File: config.mk
export PLATFORM = sky130hd
export DESIGN_NAME = piece_motion_scheduler
export DESIGN_NICKNAME = d
export VERILOG_FILES = /design/src/rtl/piece_motion_scheduler.sv
export SDC_FILE = /design/constraint.sdc
export NUM_CORES = 1
export LEC_CHECK = 0
export CORE_UTILIZATION = 40
export CTS_CLUSTER_DIAMETER = 200
export DETAILED_ROUTE_END_ITERATION = 8
export GPL_TIMING_DRIVEN = 1
export PLACE_DENSITY_LB_ADDON = 0.05
export SLEW_MARGIN = 20
export SYNTH_ARGS = -nofsm -noshare
export SYNTH_HDL_FRONTEND = slang
export SYNTH_SLANG_ARGS = --single-unit
File: constraint.sdc
create_clock -name Clock -period 2.4 [get_ports Clock]
set_input_delay 0.36 -clock Clock [delete_from_list [all_inputs] [get_ports Clock]]
set_output_delay 0.36 -clock Clock [all_outputs]
set_load 0.05 [all_outputs]
File: src/rtl/piece_motion_scheduler.sv
// Frame-synchronous motion sequencer for the falling piece: merges button and gravity
// requests, arbitrates them once per frame and updates the X/Y offsets.
module piece_motion_scheduler #(
    parameter int unsigned STEP           = 32,
    parameter int unsigned X_MIN          = 0,
    parameter int unsigned X_MAX          = 128,
    parameter int unsigned Y_MAX          = 320,
    parameter int unsigned SPAWN_X        = 64,
    parameter int unsigned GRAVITY_FRAMES = 30,
    parameter int unsigned REPEAT_FRAMES  = 8,
    parameter int unsigned LAND_FRAMES    = 60
) (
    input  logic       Clock,
    input  logic       Reset,
    input  logic       iFrameStart,
    input  logic       iPause,
    input  logic       iBtnLeft,
    input  logic       iBtnRight,
    input  logic       iBtnDown,
    output logic [9:0] oXOffset,
    output logic [9:0] oYOffset,
    output logic       oUpdate,
    output logic       oLanded
);
    localparam int unsigned GW = $clog2(GRAVITY_FRAMES + 1);
    localparam int unsigned RW = $clog2(REPEAT_FRAMES + 1);
    localparam int unsigned LW = $clog2(LAND_FRAMES + 1);

    typedef enum logic [1:0] {S_RUN, S_APPLY, S_LANDED, S_RESPAWN} state_t;

    state_t          state_q, state_d;
    logic [9:0]      x_q, x_d, y_q, y_d;
    logic            upd_q, upd_d;
    logic [2:0]      btn_prev_q, btn_prev_d;
    logic [2:0]      pend_q, pend_d;
    logic            grav_req_q, grav_req_d;
    logic [GW-1:0]   gcnt_q, gcnt_d;
    logic [LW-1:0]   lcnt_q, lcnt_d;
    logic [RW-1:0]   hold_q [3];
    logic [RW-1:0]   hold_d [3];

    logic [2:0]      btns, new_req;
    logic            accept, pulse, grav_new;
    logic [10:0]     x_ext, y_ext;

    // Bit order of all per-button vectors: 0 = left, 1 = right, 2 = down.
    assign btns   = {iBtnDown, iBtnRight, iBtnLeft};
    assign accept = !iPause && (state_q != S_LANDED);
    assign pulse  = iFrameStart && !iPause;
    assign x_ext  = {1'b0, x_q};
    assign y_ext  = {1'b0, y_q};

    always_ff @(posedge Clock) begin
        if (Reset) begin
            state_q    <= S_RUN;
            x_q        <= 10'(SPAWN_X);
            y_q        <= '0;
            upd_q      <= 1'b0;
            btn_prev_q <= '0;
            pend_q     <= '0;
            grav_req_q <= 1'b0;
            gcnt_q     <= '0;
            lcnt_q     <= '0;
            hold_q     <= '{default: '0};
        end else begin
            state_q    <= state_d;
            x_q        <= x_d;
            y_q        <= y_d;
            upd_q      <= upd_d;
            btn_prev_q <= btn_prev_d;
            pend_q     <= pend_d;
            grav_req_q <= grav_req_d;
            gcnt_q     <= gcnt_d;
            lcnt_q     <= lcnt_d;
            hold_q     <= hold_d;
        end
    end

    always_comb begin
        state_d    = state_q;
        x_d        = x_q;
        y_d        = y_q;
        upd_d      = 1'b0;
        btn_prev_d = btns;
        gcnt_d     = gcnt_q;
        lcnt_d     = lcnt_q;
        hold_d     = hold_q;
        new_req    = '0;
        grav_new   = 1'b0;

        for (int unsigned i = 0; i < 3; i++) begin
            if (!btns[i]) begin
                hold_d[i] = '0;
            end else if (accept && iFrameStart) begin
                if (hold_q[i] == RW'(REPEAT_FRAMES - 1)) begin
                    hold_d[i]  = '0;
                    new_req[i] = 1'b1;
                end else begin
                    hold_d[i] = hold_q[i] + 1'b1;
                end
            end
            if (accept && btns[i] && !btn_prev_q[i]) new_req[i] = 1'b1;
        end

        if (state_q == S_RUN && pulse) begin
            if (gcnt_q == GW'(GRAVITY_FRAMES - 1)) begin
                gcnt_d   = '0;
                grav_new = 1'b1;
            end else begin
                gcnt_d = gcnt_q + 1'b1;
            end
        end

        pend_d     = pend_q | new_req;
        grav_req_d = grav_req_q | grav_new;

        unique case (state_q)
            S_RUN: begin
                if (pulse) state_d = S_APPLY;
            end
            S_APPLY: begin
                state_d = S_RUN;
                if (pend_q[0] ^ pend_q[1]) begin
                    if (pend_q[0]) begin
                        if (x_ext >= 11'(X_MIN + STEP)) x_d = x_q - 10'(STEP);
                    end else if (x_ext + 11'(STEP) <= 11'(X_MAX)) begin
                        x_d = x_q + 10'(STEP);
                    end
                end
                if (pend_q[2] || grav_req_q) begin
                    if (y_ext + 11'(STEP) <= 11'(Y_MAX)) begin
                        y_d = y_q + 10'(STEP);
                        if (pend_q[2]) gcnt_d = '0;
                    end else begin
                        state_d = S_LANDED;
                    end
                end
                upd_d      = (x_d != x_q) || (y_d != y_q);
                // Requests raised during this very cycle survive into the next frame.
                pend_d     = new_req;
                grav_req_d = 1'b0;
            end
            S_LANDED: begin
                if (pulse) begin
                    if (lcnt_q == LW'(LAND_FRAMES - 1)) begin
                        lcnt_d  = '0;
                        state_d = S_RESPAWN;
                    end else begin
                        lcnt_d = lcnt_q + 1'b1;
                    end
                end
            end
            S_RESPAWN: begin
                state_d    = S_RUN;
                x_d        = 10'(SPAWN_X);
                y_d        = '0;
                upd_d      = 1'b1;
                pend_d     = '0;
                grav_req_d = 1'b0;
                gcnt_d     = '0;
                lcnt_d     = '0;
                hold_d     = '{default: '0};
            end
            default: state_d = S_RUN;
        endcase
    end

    assign oXOffset = x_q;
    assign oYOffset = y_q;
    assign oUpdate  = upd_q;
    assign oLanded  = (state_q == S_LANDED);
endmodule
Word-level counts from Yosys, hierarchy flattened
Index checks and enable logic that the tools add are counted.
{"block": "totals", "regBits": 53, "input_bits": 7, "output_inout_bits": 22}
{"block": "op_classes", "n_reduce_logical": 25, "n_addsub": 10, "n_mux": 44, "bitwise_logic": 6, "n_lt_le_gt_ge": 3, "eq_ne": 14}
{"op": "$mux W10", "n": 8}
{"op": "$pmux W10 S2", "n": 2}
{"op": "$mux W5", "n": 5}
{"op": "$add A10 B6 Y11 const B", "n": 2}
{"op": "$add A10 B6 Y10 const B", "n": 2}
{"op": "$ne A10 B10 Y1", "n": 2}
{"op": "$mux W1", "n": 14}
{"op": "$add A4 B1 Y4 const B", "n": 3}
{"op": "$eq A4 B3 Y1 const B", "n": 3}
{"op": "$mux W4", "n": 3}
{"op": "$mux W6", "n": 2}
{"op": "$pmux W6 S2", "n": 1}
{"op": "$reduce_or A3 Y1", "n": 4}
{"op": "$le A11 B8 Y1 const B", "n": 1}
{"op": "$le A11 B9 Y1 const B", "n": 1}
{"op": "$ge A10 B6 Y1 const B", "n": 1}
{"op": "$logic_and A1 B1 Y1", "n": 10}
{"op": "$mux W2", "n": 5}
{"op": "$pmux W5 S2", "n": 1}
{"op": "$sub A10 B6 Y10 const B", "n": 1}
{"op": "$pmux W2 S4", "n": 1}
{"op": "$add A6 B1 Y6 const B", "n": 1}
{"op": "$eq A6 B6 Y1 const B", "n": 1}
{"op": "$pmux W3 S2", "n": 1}
{"op": "17 further kinds", "n": 27}

Longest topological paths before layout
{"block": "logic_depth", "word_depth": 9, "mapped_depth": 8, "mapped_depth_nobuf": 7}

Worst setup path before layout
No wires, ideal clock.
{"block": "synth_path", "path_type": "reg2reg", "start": "register x_q[5], in the netlist oXOffset[5]", "end": "register x_q[7], in the netlist oXOffset[7]", "setup_ns": 0.059, "stages_incl_launch_ff": 8, "arrival_time_ns": 2.246, "path_buffers": 0, "synth_period_minus_slack_ns": 2.305, "path_slack_ns": 0.095, "t_required_ns": 2.341, "cell_sequence": "dfxtp_1 inv_1 ha_1 or2b_1 or3b_1 o2111ai_1 o2bb2ai_1 a31o_1"}
{"block": "synth_between", "elab_chain_cells": 7}
{"element": "start: declaration", "line_no": "32", "text": "logic [9:0] x_q, x_d, y_q, y_d;"}
{"element": "start signal: assignment", "line_no": "56", "text": "x_q <= 10'(SPAWN_X);"}
{"element": "$add A10 B6 Y11", "line_no": "126", "text": "end else if (x_ext + 11'(STEP) <= 11'(X_MAX)) begin"}
{"element": "$le A11 B8 Y1", "line_no": "126"}
{"element": "$mux W10", "line_no": "126"}
{"element": "$mux W10 (*)", "line_no": "124", "text": "if (pend_q[0]) begin"}
{"element": "$mux W10 (*)", "line_no": "123", "text": "if (pend_q[0] ^ pend_q[1]) begin"}
{"element": "$mux W10 (*)", "line_no": "117", "text": "unique case (state_q)"}
{"element": "$pmux W10 S2 (*)", "line_no": "117"}
Mark *: on every way between the ends. The rest lies on a longest branch, timed or not. The select of a mux whose other input is x is not followed.
A chain may end at the register's enable or synchronous reset.

Worst setup path in the final report
{"block": "layout_path", "start": "register x_q[5], in the netlist oXOffset[5]", "end": "register x_q[5], in the netlist oXOffset[5]"}
{"block": "layout_between", "elab_chain_cells": 7}
{"element": "$add A10 B6 Y11", "line_no": "126"}
{"element": "$le A11 B8 Y1", "line_no": "126"}
{"element": "$mux W10", "line_no": "126"}
{"element": "$mux W10", "line_no": "124"}
{"element": "$mux W10 (*)", "line_no": "123"}
{"element": "$mux W10 (*)", "line_no": "117"}
{"element": "$pmux W10 S2 (*)", "line_no": "117"}
Marks and branches as above.

==> flow_summary.toml <==
[yosys]
synth_seq_area_share = 0.367
syn_inst = 284
ys_types = 58
syn_area_per_cell_um2 = 8.26
synth_edf_count = 0
yosys_register_bits = 43
synth-main-ff-cell = "dfxtp_1"
yosys_warnings = 0
syn_area_um2 = 2350
synthArstFlopShare = 0

[clock_tree]
cts_resized = 0
clockBufferDepth = 2
ctsHoldBuffers = 0
clock-sinks = 43
cts_tree = "yes"
cts_post_setup_buffers_inserted = 0
cts-root-buf = "clkbuf_8"
h-tree-depth = 2
numCtsBuffers = 5
cts.clk_slew.worst_paths_ns = 0.08
clock_latency_ns = 0.29

[route]
num_vias = 2030
drtIter0Drc = 113
routed_wl_mm = 5.06
ant_nets = 0
drcViolationCount = 0
wl_per_cell_um = 13.2
vias_per_cell = 5.31
drtPass1Iterations = 4

[floorplanning]
dieArea_um2 = 6180
die_w_um = 78.6
die_y_um = 78.6
start_util = 0.421
io_pins = 29
rows = 27
coreArea_um2 = 5570

[sta]
setup_viol = 0
timing.fmax_ghz = 0.467
fin_crit_sh = 0.892
drv_slew = 0
period_minus_slack_ns = 2.14
max_slew_margin = 0.628
rsz0062_at_grt = "no"
tns_ns = 0
worst_pin_slew_ns = 0.557
fin_worst_skew_ns = 0.00785
hold_violations = 0

[global_route]
grt_pass1_wl_mm = 8.71
antenna_found_initial = 0
overflow = 0
grt_pass1_vias = 1821
grt_max_degree = 15
grtUsageTotal = 0.180

[placed_design]
io_buffer_count = 18
globalplace.congestion = 0.776
hpwl_mm = 3.73

[power]
ir_drop_mv = 0.316
power_density_nw_per_um2 = 521
p_leak_nw = 0.982

[critical_path]
r2r-start = "oXOffset[5]"
cp.required_ns = 2.63
path_max_fanout = 8
startpoint_type = "flop"
endpoint_kind = "flop"
r2r_slack_ns = 0.26
reg2reg_to = "oXOffset[5]"
cp.arrival_ns = 2.37
worstSetupPathType = "flop to flop"
r2r_cells = 7

[hold_path]
hold_path_depth = 2
hold_start = "hold_q[11]"
hold_path.class = "flop to flop"
hold_end = "hold_q[11]"

[layout]
layout-drive-gt1-share = 0.0871
layout.nets = 326
utilization = 0.482
antenna_cells = 0
syn2layout_area_growth_pct = 14.6

[job]
max-cap-violations = 0

[status]
status = "completed"
-- registers in the layout, summed over array words and instances, names as in the netlist --
register	cells
hold_q	12
lcnt_q	6
gcnt_q	5
oXOffset	5
oYOffset	5
btn_prev_q	3
pend_q	3
state_q	2
grav_req_q	1
oUpdate	1
-- kinds of logic (layout without fill, tap and decap cells) --
logic type / count (synthesis) / in the layout / synth area share
AND/OR/NAND/NOR: 121 / 121 / 0.265
AO/OA/AOI/OAI: 69 / 69 / 0.194
flip-flops: 43 / 43 / 0.367
buffers and inverters: 28 / 45 / 0.0725
adder cells (fa/ha/maj): 10 / 10 / 0.0533
XOR/XNOR: 10 / 10 / 0.0373
multiplexers: 2 / 2 / 0.00906
other: 1 / 10 / 0.00160
-- layout make-up --
cell class / instances / area, um2
fillers: 562 / 2890
well taps: 72 / 90.1
clock buffers: 8 / 100
multi-input cells: 222 / 1350
flip-flops and latches: 43 / 861
inverters: 12 / 45.0
repair buffers: 25 / 243
-- worst max-delay path, cell delays in order (launching register included) --
cell,delay [ns]
dfxtp_1,0.48
inv_1,0.13
ha_1,0.34
or2b_1,0.26
a21oi_2,0.18
nand3_2,0.17
a2111oi_2,0.37
o21bai_1,0.15
-- metal layers --
metal  up-vias  GRT usage  wire length (um)
met2        46      0.273              2220
met3         6     0.0419               183
met5         -          0                 0
met4         0     0.0704                53
met1       932      0.245              2600
li1       1046          -                 -
-- cells in the final DEF, fill, tap and decap left out, drive strengths merged, types with 2 or more instances in the layout --
cell,n
dfxtp,43
nand2,42
nor2,27
a21oi,25
clkdlybuf4s50,17
inv,12
o21ai,11
nor2b,10
ha,10
conb,10
xor2,8
clkbuf,8
buf,8
a31oi,7
nor3,6
nand3,6
or3,5
nand4,5
nand4b,4
o21a,4
nand2b,3
a41oi,3
o2111ai,3
and3,3
o211ai,3
xnor2,2
a311oi,2
a31o,2
-- per-stage QoR --
stage | total power (W) | std cells | setup slack (ns) | cell area [um2] | hold slack (ns)
detailed placement | 0.000919 | 374 | 0.289 | 2590 | 0.468
floorplan | 0.000885 | 293 | 0.0952 | 2380 | 0.432
CTS | 0.00142 | 382 | 0.273 | 2690 | 0.480
global route | 0.00148 | 382 | 0.0982 | 2690 | 0.501
global placement | 0.000920 | 374 | 0.337 | 2590 | 0.459
finish | 0.00140 | 382 | 0.259 | 2690 | 0.479
-- cell usage after synthesis, drive strengths merged, types with 6 or more instances --
library cell,instances,share of area
dfxtp,43,0.37
nand2,42,0.067
nor2,27,0.046
a21oi,25,0.055
buf,14,0.049
inv,12,0.019
o21ai,11,0.023
ha,10,0.053
nor2b,10,0.027
xor2,8,0.030
a31oi,7,0.019
nand3,6,0.015
nor3,6,0.013
-- where the power goes --
group	switching (W)	internal (W)	total, W
Clock	0.000236	0.000263	0.000499
Combinational	0.000110	0.0000518	0.000162
Sequential	0.0000146	0.000726	0.000741
Total	0.000360	0.00104	0.00140
-- how the worst max path moves through the flow --
| stage | startpoint | end | slack, ns | cells after the start |
|---|---|---|---|---|
| floorplan | oXOffset[5] | oXOffset[7] | 0.1 | 7 |
| global placement | oXOffset[5] | oXOffset[5] | 0.34 | 7 |
| detailed placement | oXOffset[5] | oXOffset[5] | 0.29 | 7 |
| CTS | oXOffset[5] | oXOffset[5] | 0.27 | 7 |
| global route | oXOffset[5] | oXOffset[5] | 0.1 | 7 |
| finish | oXOffset[5] | oXOffset[5] | 0.26 | 7 |
Note: power is estimated with default switching activity, not from simulation.
